File: src/rtl/pipelined_select_addsub.sv
// rtl/pipelined_select_addsub.sv - pipelined carry-select adder/subtractor with valid pipe
// Carry-select blocks are grouped into stages; operands skew forward and sums accumulate.
module pipelined_select_addsub #(
  parameter int BLOCK_SIZE       = 14,
  parameter int NUM_BLOCKS       = 4,
  parameter int BLOCKS_PER_STAGE = 2,
  localparam int DAT_WIDTH       = BLOCK_SIZE * NUM_BLOCKS
) (
  input  logic                 clk,
  input  logic                 rst,
  input  logic                 ce,
  input  logic                 in_valid,
  input  logic                 sub,
  input  logic                 cin,
  input  logic [DAT_WIDTH-1:0] a,
  input  logic [DAT_WIDTH-1:0] b,
  output logic                 out_valid,
  output logic [DAT_WIDTH:0]   o,
  output logic                 ovf
);

  localparam int NUM_STAGES = (NUM_BLOCKS + BLOCKS_PER_STAGE - 1) / BLOCKS_PER_STAGE;
  localparam int MSB        = DAT_WIDTH - 1;

  logic [DAT_WIDTH-1:0] b_eff;
  assign b_eff = b ^ {DAT_WIDTH{sub}};

  for (genvar s = 0; s < NUM_STAGES; s++) begin : g_stage
    localparam int FIRST_BLK = s * BLOCKS_PER_STAGE;
    localparam int LAST_BLK  = ((s + 1) * BLOCKS_PER_STAGE < NUM_BLOCKS) ?
                               (s + 1) * BLOCKS_PER_STAGE : NUM_BLOCKS;
    localparam int NBS       = LAST_BLK - FIRST_BLK;
    localparam int LO        = FIRST_BLK * BLOCK_SIZE;
    localparam int HI        = LAST_BLK * BLOCK_SIZE;
    localparam int SW        = HI - LO;
    localparam int RW        = DAT_WIDTH - LO;

    logic [RW-1:0]  a_in;
    logic [RW-1:0]  b_in;
    logic           c_in;
    logic           v_in;
    logic           a_sgn_in;
    logic           b_sgn_in;
    logic [SW-1:0]  sum_c;
    logic [HI-1:0]  sum_full;
    logic [NBS:0]   carry;

    logic [HI-1:0]  sum_r;
    logic           carry_r;
    logic           valid_r;
    logic           a_sgn_r;
    logic           b_sgn_r;

    if (s == 0) begin : g_head
      assign a_in     = a;
      assign b_in     = b_eff;
      assign c_in     = cin;
      assign v_in     = in_valid;
      assign a_sgn_in = a[MSB];
      assign b_sgn_in = b_eff[MSB];
      assign sum_full = sum_c;
    end else begin : g_tail
      assign a_in     = g_stage[s-1].g_rem.a_rem_r;
      assign b_in     = g_stage[s-1].g_rem.b_rem_r;
      assign c_in     = g_stage[s-1].carry_r;
      assign v_in     = g_stage[s-1].valid_r;
      assign a_sgn_in = g_stage[s-1].a_sgn_r;
      assign b_sgn_in = g_stage[s-1].b_sgn_r;
      // Lower sum bits from earlier stages ride along so all bits leave together.
      assign sum_full = {sum_c, g_stage[s-1].sum_r};
    end

    assign carry[0] = c_in;

    for (genvar j = 0; j < NBS; j++) begin : g_blk
      logic [BLOCK_SIZE-1:0] ab;
      logic [BLOCK_SIZE-1:0] bb;
      assign ab = a_in[j*BLOCK_SIZE +: BLOCK_SIZE];
      assign bb = b_in[j*BLOCK_SIZE +: BLOCK_SIZE];

      if (FIRST_BLK + j == 0) begin : g_ripple
        assign {carry[j+1], sum_c[j*BLOCK_SIZE +: BLOCK_SIZE]} =
          {1'b0, ab} + {1'b0, bb} + {{BLOCK_SIZE{1'b0}}, carry[j]};
      end else begin : g_select
        logic [BLOCK_SIZE:0] r0;
        logic [BLOCK_SIZE:0] r1;
        assign r0 = {1'b0, ab} + {1'b0, bb};
        assign r1 = {1'b0, ab} + {1'b0, bb} + {{BLOCK_SIZE{1'b0}}, 1'b1};
        assign {carry[j+1], sum_c[j*BLOCK_SIZE +: BLOCK_SIZE]} = carry[j] ? r1 : r0;
      end
    end

    always_ff @(posedge clk or posedge rst) begin
      if (rst) begin
        sum_r   <= '0;
        carry_r <= 1'b0;
        valid_r <= 1'b0;
        a_sgn_r <= 1'b0;
        b_sgn_r <= 1'b0;
      end else if (ce) begin
        sum_r   <= sum_full;
        carry_r <= carry[NBS];
        valid_r <= v_in;
        a_sgn_r <= a_sgn_in;
        b_sgn_r <= b_sgn_in;
      end
    end

    if (s < NUM_STAGES - 1) begin : g_rem
      logic [DAT_WIDTH-HI-1:0] a_rem_r;
      logic [DAT_WIDTH-HI-1:0] b_rem_r;

      always_ff @(posedge clk or posedge rst) begin
        if (rst) begin
          a_rem_r <= '0;
          b_rem_r <= '0;
        end else if (ce) begin
          a_rem_r <= a_in[RW-1:SW];
          b_rem_r <= b_in[RW-1:SW];
        end
      end
    end
  end

  assign out_valid = g_stage[NUM_STAGES-1].valid_r;
  assign o         = {g_stage[NUM_STAGES-1].carry_r, g_stage[NUM_STAGES-1].sum_r};
  assign ovf       = (g_stage[NUM_STAGES-1].a_sgn_r == g_stage[NUM_STAGES-1].b_sgn_r) &&
                     (g_stage[NUM_STAGES-1].sum_r[MSB] != g_stage[NUM_STAGES-1].a_sgn_r);

endmodule

File: config.mk
export PLATFORM = sky130hd
export DESIGN_NAME = pipelined_select_addsub
export DESIGN_NICKNAME = d
export VERILOG_FILES = /design/src/rtl/pipelined_select_addsub.sv
export SDC_FILE = /design/constraint.sdc
export NUM_CORES = 1
export LEC_CHECK = 0
export CORE_ASPECT_RATIO = 1.1
export CORE_MARGIN = 4
export CORE_UTILIZATION = 50
export CTS_CLUSTER_DIAMETER = 40
export DETAILED_ROUTE_END_ITERATION = 8
export HOLD_SLACK_MARGIN = 0.06
export PLACE_DENSITY_LB_ADDON = 0.12
export SYNTH_ARGS = -nofsm -noshare
export SYNTH_HDL_FRONTEND = slang
export SYNTH_SLANG_ARGS = --single-unit
File: constraint.sdc
create_clock -name clk -period 10.5 [get_ports clk]
set_input_delay 2.1 -clock clk [delete_from_list [all_inputs] [get_ports clk]]
set_output_delay 2.1 -clock clk [all_outputs]
set_load 0.005 [all_outputs]
==> metrics.yaml <==
whs_ns: 0.494
ys.flop_type: "dfrtp_1"
ys_seq_elements: 146
root_buffer: "clkbuf_16"
power_leakage_nw: 4.98
relSlewSlack: 0.340
clock_sinks: 146
worst-slew-pin-transition_ns: 0.990
p_per_area_nw_per_um2: 196
die_w_um: 140
syn_to_final_growth_pct: 27.0
num_vias: 7444
grtUsageMet1: 0.247
endpoint_kind: "flop"
vdd_drop_max_uv: 123
synth_edf_count: 0
synthArstFlopShare: 1.00
finish.net_count: 1303
critPathKind: "primary input to flop"
design_area_sq_um: 12100
dr.pass1.iters: 4
drcViolationCount: 0
cp_top_family: "compound AO/OA/AOI/OAI gates"
setup_tns_ns: 0
fmax_ghz: 0.176
crit_chain: "buf_4 > xor2_1 > fa_1 > inv_1 > fa_1 > nor2b_1 > o2111ai_1 > a311oi_1 > o31ai_1 > o21ai_1 > nand4_1 > nor4_1 > xnor2_1 > mux2_2"
grt_pass1_wl_um: 35700
ctsResizeCount: 0
final.period_utilization: 0.541
postCtsHoldBufs: 0
cp.required_ns: 10.82
placed_area_sq_um: 11500
grt_use_total: 0.201
syn_area_sq_um: 9550
overflow: 0
drtIter0Drc: 283
diodes: 0
critPathMaxStageDelay_ns: 0.71
synthesis.nets: 1139
skew_ns: 0.0111
drive_gt1_frac: 0.132
coreArea_sq_um: 18600
setup.worst_path.start_class: "primary input"
htree_levels: 4
maxCapViolCount: 0
clk_pin_slew_ns: 0.07
hold_path_class: "flop to flop"
antenna_left: 0
cts_setup_buffers: 0
cp_num_buf_inv: 2
dieArea_sq_um: 21400
regArea_sq_um: 3650
layout_min_cycle_time_ns: 5.68
multi_input_area_sq_um: 5630
grt-busiest-layer: "met2"
grt_antenna_before_repair: 1
fp-row-count: 52
pin_count: 177
cts_tree: "yes"
grt_start_max_net_pins: 85
yosysSeqAreaShare: 0.382
vias_per_cell: 5.41
status: "complete, no violations"
initial_core_util: 0.513
post-dp-hpwl_um: 15400
clk_latency_ns: 0.43
cts-buffers-inserted: 17
hold_viol_final: 0
die_h_um: 153
grt_pass1_vias: 7463
syn_inst: 956
met3_usage: 0.0656
n_fill_cell: 1598
port_buffers: 176
setup_viol: 0
rsz0062_at_grt: "no"
cp.arrival_ns: 6.00
drt-total-wl_um: 21200
slowest_stage: "buf_4"
clockBufferDepth: 2
yosysWarnings: 0
crit_path_max_fanout: 56
crit_top_cell: "fa_1"
met2_usage: 0.346
place_congestion: 0.856
drv_slew: 0
wire_per_inst_um: 15.4
syn_area_per_cell_sq_um: 9.99
synthDistinctLibCells: 82
per-stage QoR:
| step | instances | setup slack [ns] | util | total power, mW |
|---|---|---|---|---|
| floorplan | 956 | 4.48 | - | 1.36 |
| global placement | 1344 | 4.47 | 0.617 | 1.70 |
| detailed placement | 1344 | 4.36 | 0.617 | 1.72 |
| CTS | 1376 | 4.77 | 0.652 | 2.40 |
| global route | 1376 | 4.39 | 0.652 | 2.54 |
| finish | 1376 | 4.82 | 0.652 | 2.38 |
sequential cells by signal, summed over array words and instances, names as in the netlist:
signal	cells
g_stage.a_sgn_r	2
g_stage.b_sgn_r	2
g_stage.carry_r	2
g_stage.g_rem.a_rem_r	27
g_stage.g_rem.b_rem_r	27
g_stage.sum_r	84
g_stage.valid_r	1
out_valid	1
per-layer routing:
metal | up-vias | part of all wire
met3 | 15 | 0.066
met4 | 2 | 0.0086
met2 | 148 | 0.49
met5 | - | 0.00061
li1 | 3755 | -
met1 | 3524 | 0.44
cell usage after synthesis (7+ instances only):
master | instances | area [sq um]
o21a_1 | 11 | 82.6
a31oi_1 | 9 | 56.3
nor2_1 | 101 | 379
xor2_1 | 49 | 429
nand3_1 | 22 | 110
or3_1 | 10 | 62.6
o21ai_0 | 24 | 120
nor2b_1 | 7 | 43.8
mux2i_1 | 7 | 70.1
and3_1 | 13 | 81.3
a21o_1 | 14 | 105
nand2b_1 | 12 | 75.1
nand2_1 | 31 | 116
clkbuf_1 | 26 | 97.6
nand4_1 | 7 | 43.8
xnor2_1 | 73 | 639
mux2_2 | 78 | 878
inv_1 | 30 | 113
a21oi_1 | 81 | 405
ha_1 | 60 | 751
a211oi_1 | 11 | 82.6
dfrtp_1 | 146 | 3650
nor3_1 | 21 | 105
worst reg2reg max path, cell delays in order (launching register included):
cell and delay (ns):
dfrtp_1 0.39, ha_1 0.23, fa_1 0.43, a211o_1 0.32, a2111o_1 0.42, a31oi_1 0.22
xnor2_1 0.30, nand3_4 0.18, o31ai_2 0.47, nand4bb_4 0.19, or4_1 0.54, a31oi_1 0.17
where the power goes:
part	switching, mW	leakage, nW	internal, mW	total [mW]
Sequential	0.0846	1.67	0.707	0.791
Clock	0.257	0.308	0.415	0.673
Combinational	0.428	3.00	0.487	0.915
Total	0.770	4.98	1.61	2.38
worst paths after layout:
path	end	depth (start not counted)	slack [ns]	from
worst max-delay path	g_stage[0].carry_r$_DFFE_PP0P_	14	4.82	sub
worst min-delay path	g_stage[1].sum_r[30]$_DFFE_PP0P_	2	0.49	g_stage[1].sum_r[30]$_DFFE_PP0P_
worst max register to register	g_stage[1].sum_r[54]$_DFFE_PP0P_	11	6.55	g_stage[0].g_rem.a_rem_r[0]$_DFFE_PP0P_
worst min register to register	g_stage[1].sum_r[30]$_DFFE_PP0P_	2	0.49	g_stage[1].sum_r[30]$_DFFE_PP0P_
max in group asynchronous	g_stage[0].g_rem.b_rem_r[18]$_DFFE_PP0P_	3	6.97	rst
min in group asynchronous	out_valid$_DFFE_PP0P_	2	2.17	rst
placed cells by master (no fill, tap or decap), types with 12 or more instances in the layout:
master,n
clkdlybuf4s50_1,174
dfrtp_1,146
nor2_1,101
a21oi_1,81
mux2_2,78
xnor2_1,73
ha_1,60
xor2_1,49
nand2_1,31
inv_1,29
o21ai_0,24
nand3_1,22
nor3_1,21
clkbuf_16,17
a21o_1,14
and3_1,13
nand2b_1,12
cell families (layout without fill, tap and decap cells):
logic type / after synthesis / after routing / share of synthesized area
mux: 85 / 85 / 0.0993
flops: 146 / 146 / 0.382
xor+xnor: 123 / 123 / 0.114
buf+inv: 64 / 241 / 0.0282
simple gates: 269 / 269 / 0.149
compound gates: 204 / 204 / 0.139
fa+ha+maj: 65 / 65 / 0.0891
final cells by class:
type                    instances  area share
multi-input cells             746       0.464
inverters                      30     0.00969
clock inverters                13      0.0161
flip-flops and latches        146       0.301
well taps                     243      0.0250
repair buffers                179       0.147
clock buffers                  19      0.0373
Note: power is estimated with default switching activity, not from simulation.
